$ cat config.mk
export PLATFORM = sky130hd
export DESIGN_NAME = adc_capture_sequencer
export DESIGN_NICKNAME = d
export VERILOG_FILES = /design/src/rtl/adc_capture_sequencer.sv
export SDC_FILE = /design/constraint.sdc
export NUM_CORES = 1
export LEC_CHECK = 0
export BUFFER_PORTS_ARGS = -buffer_cell sky130_fd_sc_hd__buf_2
export CORE_AREA = 5 5 418 420
export DETAILED_ROUTE_END_ITERATION = 6
export DIE_AREA = 0 0 423 425
export PLACE_DENSITY_LB_ADDON = 0.2
export SLEW_MARGIN = 20
export SYNTH_ARGS = -nofsm -noshare
export SYNTH_HDL_FRONTEND = slang
export SYNTH_SLANG_ARGS = --single-unit
$ cat constraint.sdc
create_clock -name aclk -period 3.85 [get_ports aclk]
set_input_delay 0.77 -clock aclk [delete_from_list [all_inputs] [get_ports aclk]]
set_output_delay 0.77 -clock aclk [all_outputs]
set_load 0.01 [all_outputs]
$ cat src/rtl/adc_capture_sequencer.sv
// adc_capture_sequencer: arm/trigger sequencer that snapshots NCHAN ADC streams into readout buffers.
// Latency: a beat sampled in CAPTURE appears on buf_* one aclk later, so trig to first write is 2 cycles in async mode.
// Backpressure: none toward the ADCs; a beat is taken only when every enabled tvalid is high, and gaps stretch the capture.
module adc_capture_sequencer #(
  parameter int NCHAN     = 4,
  parameter int DATA_W    = 128,
  parameter int ADDR_BITS = 11
) (
  input  logic                     aclk,
  input  logic                     aresetn,
  input  logic                     arm_i,
  input  logic                     abort_i,
  input  logic                     trig_i,
  input  logic                     sysref_i,
  input  logic                     sync_mode_i,
  input  logic [NCHAN-1:0]         chan_en_i,
  input  logic [ADDR_BITS:0]       length_i,
  input  logic [NCHAN*DATA_W-1:0]  s_axis_tdata,
  input  logic [NCHAN-1:0]         s_axis_tvalid,
  output logic [NCHAN*DATA_W-1:0]  buf_tdata_o,
  output logic [NCHAN-1:0]         buf_we_o,
  output logic [ADDR_BITS-1:0]     buf_addr_o,
  output logic                     busy_o,
  output logic                     done_o,
  output logic                     gap_err_o,
  output logic                     len_err_o,
  output logic [ADDR_BITS:0]       count_o
);

  localparam int                LEN_W   = ADDR_BITS + 1;
  // Largest legal capture: the whole buffer depth.
  localparam logic [LEN_W-1:0]  MAX_LEN = {1'b1, {ADDR_BITS{1'b0}}};

  typedef enum logic [2:0] {
    S_IDLE      = 3'd0,
    S_ARMED     = 3'd1,
    S_SYNC_WAIT = 3'd2,
    S_CAPTURE   = 3'd3,
    S_DONE      = 3'd4
  } state_t;

  state_t             state;
  logic               sysref_q;
  logic [NCHAN-1:0]   en_lat;
  logic [LEN_W-1:0]   len_lat;
  logic               sync_lat;

  logic               sysref_edge;
  logic               valid_all;
  logic               len_ok;
  logic               beat_ok;
  logic               last_beat;

  // Only a fresh rising edge counts; a SYSREF already high at trigger time is ignored.
  assign sysref_edge = sysref_i & ~sysref_q;
  // Disabled channels never hold a beat back.
  assign valid_all   = &(s_axis_tvalid | ~en_lat);
  assign len_ok      = (length_i != '0) && (length_i <= MAX_LEN);
  // An empty enable mask must never write, even though valid_all is trivially true.
  assign beat_ok     = (state == S_CAPTURE) && valid_all && (|en_lat);
  // count_o is the pre-increment address of the beat being taken now.
  assign last_beat   = ((count_o + LEN_W'(1)) == len_lat);

  // SYSREF history, tracked in every state so edge detection is valid on SYNC_WAIT entry.
  always_ff @(posedge aclk or negedge aresetn) begin
    if (!aresetn) begin
      sysref_q <= 1'b0;
    end else begin
      sysref_q <= sysref_i;
    end
  end

  // Sequencer FSM with all outputs registered; abort beats arm, arm beats trigger.
  always_ff @(posedge aclk or negedge aresetn) begin
    if (!aresetn) begin
      state       <= S_IDLE;
      en_lat      <= '0;
      len_lat     <= '0;
      sync_lat    <= 1'b0;
      buf_tdata_o <= '0;
      buf_we_o    <= '0;
      buf_addr_o  <= '0;
      busy_o      <= 1'b0;
      done_o      <= 1'b0;
      gap_err_o   <= 1'b0;
      len_err_o   <= 1'b0;
      count_o     <= '0;
    end else begin
      buf_we_o <= '0;
      if (abort_i) begin
        // Any beat sampled this cycle is dropped; count_o keeps what was written.
        state  <= S_IDLE;
        busy_o <= 1'b0;
        done_o <= 1'b0;
      end else begin
        case (state)
          S_IDLE, S_DONE: begin
            if (arm_i) begin
              if (len_ok) begin
                en_lat    <= chan_en_i;
                len_lat   <= length_i;
                sync_lat  <= sync_mode_i;
                done_o    <= 1'b0;
                gap_err_o <= 1'b0;
                len_err_o <= 1'b0;
                count_o   <= '0;
                busy_o    <= 1'b1;
                state     <= S_ARMED;
              end else begin
                len_err_o <= 1'b1;
              end
            end
          end
          S_ARMED: begin
            if (trig_i) begin
              state <= sync_lat ? S_SYNC_WAIT : S_CAPTURE;
            end
          end
          S_SYNC_WAIT: begin
            if (sysref_edge) begin
              state <= S_CAPTURE;
            end
          end
          S_CAPTURE: begin
            if (beat_ok) begin
              buf_we_o    <= en_lat;
              buf_tdata_o <= s_axis_tdata;
              buf_addr_o  <= count_o[ADDR_BITS-1:0];
              count_o     <= count_o + LEN_W'(1);
              if (last_beat) begin
                state  <= S_DONE;
                busy_o <= 1'b0;
                done_o <= 1'b1;
              end
            end else if (|en_lat) begin
              gap_err_o <= 1'b1;
            end
          end
          default: begin
            state  <= S_IDLE;
            busy_o <= 1'b0;
          end
        endcase
      end
    end
  end

endmodule

== Word-level counts from Yosys, hierarchy flattened ==
Cells that the tools add are included.

* Logic and storage cells: 88
* Bits of input ports: 539
* Bits in registers: 564
* Output and inout bits: 543

* Equality and inequality tests: 17
* Mux-type cells: 32
* $lt $le $gt $ge: 1
* Reductions and logical operators: 19
* Add/subtract/negate cells: 1
* Bitwise gates (word level): 5

{| class="wikitable"
|+ Operator list
! cell !! count
|-
| 2-to-1 mux 12 bit || 3
|-
| one-hot mux 12 bit (2 select lines) || 1
|-
| 2-to-1 mux 3 bit || 7
|-
| != test 3 bit (second input constant) || 6
|-
| AND reduction 5 bit || 3
|-
| 2-to-1 mux 1 bit || 14
|-
| adder 12 x 1 -> 12 bit (second input constant) || 1
|-
| == test 12 bit || 1
|-
| <= comparator 12 bit (second input constant) || 1
|-
| 2-to-1 mux 4 bit || 3
|-
| one-hot mux 3 bit (4 select lines) || 1
|-
| AND reduction 6 bit || 2
|-
| nonzero test 12 bit || 1
|-
| != test 2 bit (second input constant) || 4
|-
| AND reduction 4 bit || 2
|-
| == test 3 x 2 -> 1 bit (second input constant) || 2
|-
| AND reduction 3 bit || 2
|-
| != test 2 x 1 -> 1 bit (second input constant) || 2
|-
| inverter 4 bit || 1
|-
| bitwise OR 4 bit || 1
|-
| one-hot mux 1 bit (2 select lines) || 2
|-
| OR reduction 2 bit || 2
|-
| OR reduction 4 bit || 1
|-
| == test 3 x 1 -> 1 bit (second input constant) || 1
|-
| 8 further kinds || 11
|}

== Depth between registers and ports, before layout ==
Gate-level depths: netlist (run 1).

* Word-level depth: 8
* Depth in mapped cells: 9
* Depth with buffers taken out: 8

== Worst setup path after synthesis (run 1) ==
OpenSTA, ideal clock, no wires.

* Path type: input to register
* Start point: input port s_axis_tvalid[3]
* End point: register state[0]
* Library setup time: 0.095 ns
* Cell stages on the path: 7
* Arrival time: 2.573 ns
* Setup slack: 1.182 ns
* Path buffers: 0
* Data required time: 3.755 ns
* Cells stage by stage: inv_1 a2111oi_4 o41ai_1 a2111o_1 nor4b_4 mux2_1 o31ai_1

* Longest elaborated chain between the ends: 6

{| class="wikitable"
|+ Ends and longest elaborated chain
! item !! line !! text
|-
| start, declared || 19 || <nowiki>input logic [NCHAN-1:0] s_axis_tvalid,</nowiki>
|-
| bitwise OR 4 bit || 57 || <nowiki>assign valid_all = &(s_axis_tvalid | ~en_lat);</nowiki>
|-
| AND reduction 4 bit || 57 ||
|-
| logical AND 1 bit (2 in series) || 60 || <nowiki>assign beat_ok = (state == S_CAPTURE) && valid_all && (|en_lat);</nowiki>
|-
| != test 3 bit (no line) || n/a ||
|-
| AND reduction 6 bit (no line) || n/a ||
|-
| end signal, assigned || 116 || <nowiki>state <= sync_lat ? S_SYNC_WAIT : S_CAPTURE;</nowiki>
|-
| end, declared || 42 || <nowiki>state_t state;</nowiki>
|}

Every way passes these cells.
A chain may end at the register's enable or synchronous reset.

== Worst setup path after layout (run 1) ==
* Start point: register en_lat[0]
* End point: register buf_tdata_o[316]

* Longest elaborated chain between the ends: 6
* Elaborated cells on any way between the ends: 7
* Classes of those cells: bitwise: 2; reduce/logical: 5

{| class="wikitable"
|+ Ends and longest elaborated chain
! item !! line !! text
|-
| start, declared || 44 || <nowiki>logic [NCHAN-1:0] en_lat;</nowiki>
|-
| start signal, assigned || 100 || <nowiki>en_lat <= chan_en_i;</nowiki>
|-
| inverter 4 bit || 57 ||
|-
| bitwise OR 4 bit || 57 ||
|-
| AND reduction 4 bit || 57 ||
|-
| logical AND 1 bit || 60 ||
|-
| logical AND 1 bit (*) || 60 ||
|-
| AND reduction 3 bit (no line) (*) || n/a ||
|-
| end signal, assigned || 127 || <nowiki>buf_tdata_o <= s_axis_tdata;</nowiki>
|-
| end, declared || 20 || <nowiki>output logic [NCHAN*DATA_W-1:0] buf_tdata_o,</nowiki>
|}

Mark *: on every way between the ends. The rest lies on a longest branch, timed or not.

==> results.yml, run 1 <==
run_status:
  status: "finished, final reports clean"
clock_tree:
  htree_num_levels: 3
  cts_root_buf: "clkbuf_16"
  cts_tree: "built"
  ctsHoldBuffers: 0
  clk_pin_slew_worst_paths_ps: 60
  post_cts_buffers: 0
  cts.sinks: 564
  clk_latency_ps: 700
  cts_buffers: 74
  clockBufferDepth: 3
  cts_resized: 0
floorplan:
  core_region_area_mm2: 0.171
  dieHeight_um: 425
  row_count: 152
  die_w_um: 423
  die_area_mm2: 0.180
  ioPinCount: 1082
  start_util_pct: 12.8
detailed_routing:
  vias_per_cell: 3.49
  totalWireLength_um: 118000
  ant_nets: 0
  drc: 0
  routedWlPerCell_um: 20.1
  first_iter_violations: 1228
  drt-pass1-iter-count: 5
  vias: 20399
critical_path:
  cp.arrival_ps: 3630
  cp_cell_sequence: "o41ai_1, nand2b_4, buf_12, nand2_1, nand2_1"
  cpMostUsedCell: "nand2_1"
  path_class: "reg2reg"
  max_stage_delay_ps: 870
  required_ps: 4450
  slowest_stage: "o41ai_1"
  cp-start-kind: "flip-flop"
  cp-end-kind: "flip-flop"
  r2r_slack_ps: 830
  crit_fanout: 141
  rr_worst_depth: 5
global_route:
  grt_first_pass_wirelength_um: 162000
  grt_overflow: 0
  antenna_found_initial: 55
  grt_max_degree: 142
  grt_pass1_vias: 20759
  grt_use_total_pct: 12.6
layout:
  post-route-util_pct: 19.2
  num-fill-cells: 19328
  area_delta_synth_final_pct: 50.4
  finalInstanceArea_mm2: 0.0328
  nets: 4073
  drive_above_1_share_pct: 35.9
placement:
  io_buffers: 1081
  place_congestion: 0.865
  dpl_cell_area_mm2: 0.0302
  hpwl_um: 93100
logic_synthesis:
  yosysSeqAreaShare_pct: 64.8
  async_reset_ff_share_pct: 100
  synthDistinctLibCells: 49
  synth_fa_ha_area_share_pct: 0.0574
  synth_top_area_cell: "dfrtp_1"
  synth_flop_cell: "dfrtp_1"
  synth_cells: 2438
  synth_area_leaders: "dfrtp_1 (65%), nand2_1 (27%), buf_2 (1.3%)"
  synth_fp_nets: 2978
  synthTopCellsByCount: "nand2_1 (1577), dfrtp_1 (564), clkbuf_1 (69)"
  synth_xor_area_share_pct: 0.482
  ys_ff_latch: 564
  post_synth_instance_area_mm2: 0.0218
  synth_mux_area_share_pct: 0.930
  yosys.area.top_type_share_pct: 64.8
  synth_top_family_by_area: "simple AND/OR/NAND/NOR gates"
  syn_area_per_cell_um2: 8.94
  synth-edff-count: 0
  synth.most_common_cell: "nand2_1"
  synthSimpleGateAreaFrac_pct: 29.0
  ys_warn_count: 0
  synth_compound_area_share_pct: 2.07
timing:
  slew_viol_final: 0
  setup_viol: 0
  slew_headroom_pct: 37.8
  max_freq_ghz: 0.331
  clock_skew_ps: 30.9
  fin_crit_ps: 3020
  tightest_slew_ps: 921
  hold_viol: 0
  fin_crit_sh_pct: 78.5
  rsz0062_at_grt: "no"
  fin_setup_tns_ps: 0
  timing.hold.ws_ps: 62.9
flow_run:
  cap_violations: 0
power_and_ir_drop:
  power_density_mw_per_mm2: 640
  power.leakage_nw: 19.0
  vdd_drop_max_v: 0.000299
worst_hold_path:
  hold_class: "in2async"
-- cells in the final DEF (no fill, tap or decap), types with 4 or more instances in the layout --
master	synthesis	routed
nor4_1	4	4
o21ai_0	25	25
dfrtp_1	564	564
nor2b_1	5	5
nor3_1	5	4
nor2_1	14	14
clkbuf_1	69	20
a21oi_1	13	13
xnor2_1	7	7
xor2_1	5	5
buf_4	1	46
clkinv_2	0	7
inv_1	6	6
nand2_1	1577	1577
buf_12	0	21
diode_2	0	26
and3_1	6	6
nand3_1	7	7
mux2_2	17	17
o41ai_1	5	5
buf_2	58	1080
clkbuf_16	0	74
clkbuf_8	0	20
-- area by class of cell --
type / instances / area, um2 / share of cell area [%]
sequential: 564 / 14100 / 43.1
multi-input combinational: 1739 / 7100 / 21.7
timing repair buffer: 1148 / 6190 / 18.9
tap: 2233 / 2790 / 8.52
clock buffer: 114 / 2200 / 6.72
clock inverter: 20 / 292 / 0.889
antenna: 26 / 65.1 / 0.199
inverter: 6 / 22.5 / 0.0687
-- report_power, final --
group / internal (W) / total, W / switching, W
clock: 0.00413 / 0.00713 / 0.00300
sequential: 0.00751 / 0.00851 / 0.000998
combinational: 0.00205 / 0.00535 / 0.00330
total: 0.0137 / 0.0210 / 0.00730
-- kinds of logic after synthesis --
| logic type | count (synthesis) |
|---|---|
| compound gates | 67 |
| xor+xnor | 12 |
| fa+ha+maj | 1 |
| buf+inv | 135 |
| flops | 564 |
| mux | 18 |
| simple gates | 1641 |
-- state kept, by name (all words and copies together) (netlist names) --
name         count
buf_addr_o      11
buf_tdata_o    512
buf_we_o         4
busy_o           1
count_o         12
done_o           1
en_lat           4
gap_err_o        1
len_err_o        1
len_lat         12
state            3
sync_lat         1
sysref_q         1
-- through the flow --
| step | worst slack, ps | std cells | total power, W |
|---|---|---|---|
| after CTS | 792 | 5824 | 0.0215 |
| after global routing | 599 | 5838 | 0.0223 |
| after global placement | 696 | 5690 | 0.0141 |
| final | 826 | 5850 | 0.0210 |
| after detailed placement | 590 | 5690 | 0.0141 |
| after floorplan | 1180 | 2438 | 0.0107 |
-- per-layer routing --
layer	up-vias	part of all wire, %	global-route usage [%]
met2	742	50	21.6
met4	20	4.1	5.44
met1	9728	39	14.3
met5	-	0.11	0
li1	9716	-	-
met3	193	7.3	4.08
-- path summary, 6_finish.rpt --
| path | from | endpoint |
|---|---|---|
| setup / recovery | en_lat[0] | buf_tdata_o[316] |
| hold / removal | aresetn | buf_tdata_o[132] |
| setup reg to reg | en_lat[0] | buf_tdata_o[316] |
| hold reg to reg | buf_tdata_o[367] | buf_tdata_o[367] |
| max in group asynchronous | aresetn | buf_tdata_o[368] |
| min in group aclk | sysref_i | sysref_q |
-- worst max-delay path, delay by kind of cell (launching register included) --
family          cells  cell delay, ps
compound gates      1             870
flops               1             410
simple gates        3             910
buf+inv             1             520
(Power assumes the default switching activity.)
==> inputs of run 2 (changes only) <==
- ABC_AREA: unset -> 1
- clock period: 3.85 -> 2.73 ns (I/O delays scaled with it)
==> results.yml, run 2 <==
run_status:
  status: "finished, final reports clean"
layout:
  largest_reg_flops: 512
  drive_above_1_share_pct: 34.2
  finalInstanceArea_mm2: 0.0342
  area_delta_synth_final_pct: 57.2
  nets: 4287
  final_common_cell: "nand2_1"
  top_regs: "buf_tdata_o (512), count_o (12), len_lat (12)"
  top_register: "buf_tdata_o"
  final_cell_mix: "nand2_1 (1646), buf_2 (1080), dfrtp_1 (564)"
clock_tree:
  htree_num_levels: 3
  cts.sinks: 564
  clockBufferDepth: 3
  cts_buffers: 75
  clk_pin_slew_worst_paths_ps: 60
  cts_tree: "built"
  cts_resized: 0
  cts_root_buf: "clkbuf_16"
  clk_latency_ps: 660
timing:
  fin_setup_tns_ps: 0
  fin_crit_sh_pct: 80.5
  fin_crit_ps: 2200
  clock_skew_ps: 27.6
  slew_viol_final: 0
  max_freq_ghz: 0.455
  rsz0062_at_grt: "no"
  hold_viol: 0
  tightest_slew_ps: 700
  setup_viol: 0
  slew_headroom_pct: 53.3
floorplan:
  start_util_pct: 12.8
  ioPinCount: 1082
  row_count: 152
  die_w_um: 423
  die_area_mm2: 0.180
  dieHeight_um: 425
  core_region_area_mm2: 0.171
power_and_ir_drop:
  power_density_mw_per_mm2: 985
  power.leakage_nw: 19.6
  vdd_drop_max_v: 0.000405
logic_synthesis:
  ys_ff_latch: 564
  yosysSeqAreaShare_pct: 64.8
  synthTopCellsByCount: "nand2_1 (1646), dfrtp_1 (564), buf_2 (86)"
  ys_warn_count: 0
  synth.most_common_cell: "nand2_1"
  synth-edff-count: 0
  synth_cells: 2505
  post_synth_instance_area_mm2: 0.0218
  syn_area_per_cell_um2: 8.69
  synthDistinctLibCells: 28
  async_reset_ff_share_pct: 100
  synth_top_area_cell: "dfrtp_1"
  yosys.area.top_type_share_pct: 64.8
  synth_area_leaders: "dfrtp_1 (65%), nand2_1 (28%), buf_2 (2.0%)"
  synth_flop_cell: "dfrtp_1"
  synth_fp_nets: 3045
global_route:
  grt_pass1_vias: 21640
  grt_first_pass_wirelength_um: 167000
  top_usage_layer: "met2"
  grt_overflow: 0
  antenna_found_initial: 62
  grt_use_met2_pct: 20.4
  grt_max_degree: 116
  use_met1_pct: 15.7
  grt_use_met3_pct: 5.12
  grt_use_total_pct: 12.8
critical_path:
  slowest_stage: "dfrtp_1"
  path_class: "reg2reg"
  cp_cell_sequence: "inv_1, o22ai_1, nor2_1, nand3_2, nor2_4, inv_8, buf_12, nand2_1, nand2_1"
  max_stage_delay_ps: 360
  cp-end-kind: "flip-flop"
  crit_fanout: 115
  required_ps: 3280
  cp.arrival_ps: 2740
  cp-start-kind: "flip-flop"
  cpMostUsedCell: "nand2_1"
detailed_routing:
  drc: 0
  routedWlPerCell_um: 19.9
  drt-pass1-iter-count: 5
  totalWireLength_um: 121000
  first_iter_violations: 1357
  vias_per_cell: 3.50
  vias: 21226
  ant_nets: 0
placement:
  hpwl_um: 96100
  place_congestion: 0.939
  io_buffers: 1081
  dpl_cell_area_mm2: 0.0304
flow_run:
  cap_violations: 0
worst_hold_path:
  hold_class: "in2reg"
run 2: cell count changes after synthesis, sizes merged, moves of 19 or more:
cell | before | now
buf | 59 | 88
nand3 | 7 | 26
inv | 6 | 40
nand2 | 1577 | 1652
nor2 | 14 | 36
clkbuf | 70 | 34
run 2: worst paths after layout:
check / start / to / slack, ps / cells after the start
hold / removal: s_axis_tdata[391] / buf_tdata_o[391] / 90 / 3
setup reg to reg: en_lat[3] / buf_tdata_o[110] / 530 / 9
max in group asynchronous: aresetn / buf_tdata_o[310] / 1400 / 4
min in group asynchronous: aresetn / buf_tdata_o[242] / 400 / 2
hold reg to reg: buf_tdata_o[451] / buf_tdata_o[451] / 460 / 2
setup / recovery: en_lat[3] / buf_tdata_o[110] / 530 / 9
run 2: what timing repair did:
item | 4_1_cts | 5_1_grt
endpoints found under the hold margin | 145 | 0
setup endpoints to repair | 0 | 0
buffers inserted | 0 | 0
hold buffers | 124 | 0
run 2: area by class of cell:
class,count,area [um2]
antenna,25,62.6
tap,2233,2790
fill,19294,136000
multi-input combinational,1779,6940
clock buffer,108,2170
timing repair buffer,1287,7630
clock inverter,24,358
inverter,40,158
sequential,564,14100
run 2: critical path, delay by kind of cell, from the launching register on:
kind | cells | cell delay [ps]
buffers and inverters | 3 | 510
AND/OR/NAND/NOR | 5 | 880
AO/OA/AOI/OAI | 1 | 100
flip-flops | 1 | 360
run 2: power breakdown:
part	internal [W]	total [W]	switching (W)
Sequential	0.0114	0.0132	0.00180
Combinational	0.00380	0.0102	0.00636
Clock	0.00613	0.0103	0.00421
Total	0.0213	0.0337	0.0124
run 2: cell families after synthesis:
family | synth area share [%]
buf+inv | 3.32
simple gates | 30.5
xor+xnor | 0.0805
fa+ha+maj | 0.0575
compound gates | 1.21
flops | 64.8
run 2: layer usage:
| metal | part of all wire [%] | routed length [um] |
|---|---|---|
| met2 | 46 | 55500 |
| met4 | 3.4 | 4120 |
| met5 | 0.19 | 231 |
| met3 | 9.2 | 11100 |
| met1 | 41 | 49800 |
run 2: through the flow:
step / hold WS [ps] / util, % / instances / power (W) / setup WS [ps]
CTS: 0.102 / 20.0 / 6035 / 0.0344 / 492
floorplan: 250 / - / 2505 / 0.0174 / 878
detailed placement: 453 / 17.8 / 5779 / 0.0236 / 356
global route: 28.3 / 20.0 / 6049 / 0.0358 / 295
global placement: 449 / 17.8 / 5779 / 0.0236 / 343
finish: 86.1 / 20.1 / 6060 / 0.0337 / 532
==> inputs of run 3 (changes only) <==
- CORE_AREA: 5 5 418 420 -> 5 5 423 425
- DIE_AREA: 0 0 423 425 -> 0 0 428 430
- clock period: 2.73 -> 2.2 ns (I/O delays scaled with it)
==> results.yml, run 3 (synthesis gave the netlist of run 2 again) <==
run_status:
  status: "finished, final reports clean"
critical_path:
  r2r_slack_ps: 180
  cp-end-kind: "flip-flop"
  timing.rr.end: "buf_tdata_o[187]"
  crit_fanout: 29
  path_delay_family: "buffers and inverters"
  cp-endpoint: "buf_tdata_o[187]"
  max_stage_delay_ps: 360
  reg2reg_from: "en_lat[3]"
  path_class: "reg2reg"
  slowest_stage: "dfrtp_1"
  cp-start-kind: "flip-flop"
  required_ps: 2750
  rr_worst_depth: 10
  critPathBufInv: 4
  cp-startpoint: "en_lat[3]"
  cp.arrival_ps: 2570
  crit_cells: 10
  cp_cell_sequence: "inv_1, o22ai_1, nor2_2, nand3_2, nor2_4, inv_8, buf_12, buf_12, nand2_1, nand2_1"
layout:
  largest_reg_flops: 512
  final_common_cell: "nand2_1"
  top_regs: "buf_tdata_o (512), count_o (12), len_lat (12)"
  layout.area.seq_mm2: 0.0141
  drive_above_1_share_pct: 31.4
  nets: 4688
  final_cell_mix: "nand2_1 (1646), buf_2 (1080), dfrtp_1 (564)"
  post-route-util_pct: 21.9
  top_register: "buf_tdata_o"
  final_cells: 6555
  num-fill-cells: 19609
  finalInstanceArea_mm2: 0.0383
  area_delta_synth_final_pct: 76.0
  multi_input_comb_area_mm2: 0.00695
timing:
  fin_crit_ps: 2020
  slew_headroom_pct: 65.8
  setup_viol: 0
  rsz0062_at_grt: "no"
  fin_crit_sh_pct: 92.0
  fin_setup_tns_ps: 0
  slew_viol_final: 0
  clock_skew_ps: 27.8
  hold_viol: 0
  tightest_slew_ps: 509
  max_freq_ghz: 0.494
detailed_routing:
  first_iter_violations: 1317
  vias: 22479
  vias_per_cell: 3.43
  drc: 0
  ant_nets: 0
  drt-pass1-iter-count: 5
  routedWlPerCell_um: 18.9
  totalWireLength_um: 124000
global_route:
  grt_max_degree: 68
  grt_pass1_vias: 23857
  grt_first_pass_wirelength_um: 176000
  grt_overflow: 0
  grt_use_total_pct: 13.0
  antenna_found_initial: 28
worst_hold_path:
  min_from: "s_axis_tdata[162]"
  hold_class: "in2reg"
power_and_ir_drop:
  vdd_drop_max_v: 0.000554
  power_density_mw_per_mm2: 1100
  power.leakage_nw: 21.3
clock_tree:
  clk_latency_ps: 680
  cts.sinks: 564
  cts_root_buf: "clkbuf_16"
  cts_tree: "built"
  clockBufferDepth: 3
  clk_pin_slew_worst_paths_ps: 60
  htree_num_levels: 3
  cts_buffers: 74
  post_cts_buffers: 0
placement:
  hpwl_um: 97600
  place_congestion: 0.909
  dp_cells: 5909
  io_buffers: 1081
  dpl_cell_area_mm2: 0.0308
floorplan:
  die_area_mm2: 0.184
  die_w_um: 428
  core_region_area_mm2: 0.175
  ioPinCount: 1082
  row_count: 154
  dieHeight_um: 430
  start_util_pct: 12.4
flow_run:
  cap_violations: 0
-- run 3: changes by cell type in the layout (fill, tap and decap cells not counted), sizes merged --
cell,delta
clkinvlp,+1
clkbuf,+3
bufinv,-1
dlygate4sd3,+379
diode,-13
buf,+23
inv,-1
clkinv,-3
-- run 3: worst reg2reg max path: stages, from the launching register on --
cell,delay (ps)
dfrtp_1,360
inv_1,130
o22ai_1,110
nor2_2,150
nand3_2,120
nor2_4,260
inv_8,170
buf_12,270
buf_12,220
nand2_1,70
nand2_1,50
-- run 3: worst min path at each step --
| stage | endpoint | slack, ps | depth (start not counted) |
|---|---|---|---|
| floorplan | buf_addr_o[0] | 140 | 0 |
| global placement | buf_addr_o[3] | 420 | 1 |
| detailed placement | buf_addr_o[3] | 430 | 1 |
| CTS | buf_tdata_o[77] | 0.2 | 3 |
| global route | buf_tdata_o[250] | 20 | 3 |
| finish | buf_tdata_o[162] | 70 | 3 |
-- run 3: what timing repair did --
action	4_1_cts	5_1_grt
resized for setup	0	5
endpoints found under the setup margin	0	57
endpoints found under the hold margin	506	0
hold buffers	503	0
-- run 3: area by class of cell --
type / instances / area share (%)
clock buffer: 111 / 5.64
sequential: 564 / 36.8
inverter: 40 / 0.411
tap: 2340 / 7.64
antenna: 12 / 0.0783
multi-input combinational: 1779 / 18.1
timing repair buffer: 1689 / 30.6
clock inverter: 20 / 0.728
-- run 3: per-stage QoR --
step	power, W	hold WS (ps)	worst slack [ps]
finish	0.0423	73.6	177
global route	0.0451	22.1	9.53
CTS	0.0432	0.249	22.1
detailed placement	0.0295	429	36.7
global placement	0.0295	422	7.31
floorplan	0.0215	144	348
-- run 3: routing by layer --
metal | global-route usage (%) | vias to the layer above | share of wire (%)
li1 | - | 10909 | -
met1 | 15.8 | 10537 | 42
met2 | 20.6 | 802 | 46
met3 | 4.56 | 217 | 7.6
met4 | 6.17 | 14 | 4.7
met5 | 0 | - | 0.067
-- run 3: where the power goes --
| group | switching (W) | internal [W] | leakage [nW] |
|---|---|---|---|
| clock network | 0.00511 | 0.00740 | 1.19 |
| registers | 0.00219 | 0.0141 | 7.52 |
| logic | 0.00819 | 0.00527 | 12.6 |
| total | 0.0155 | 0.0268 | 21.3 |
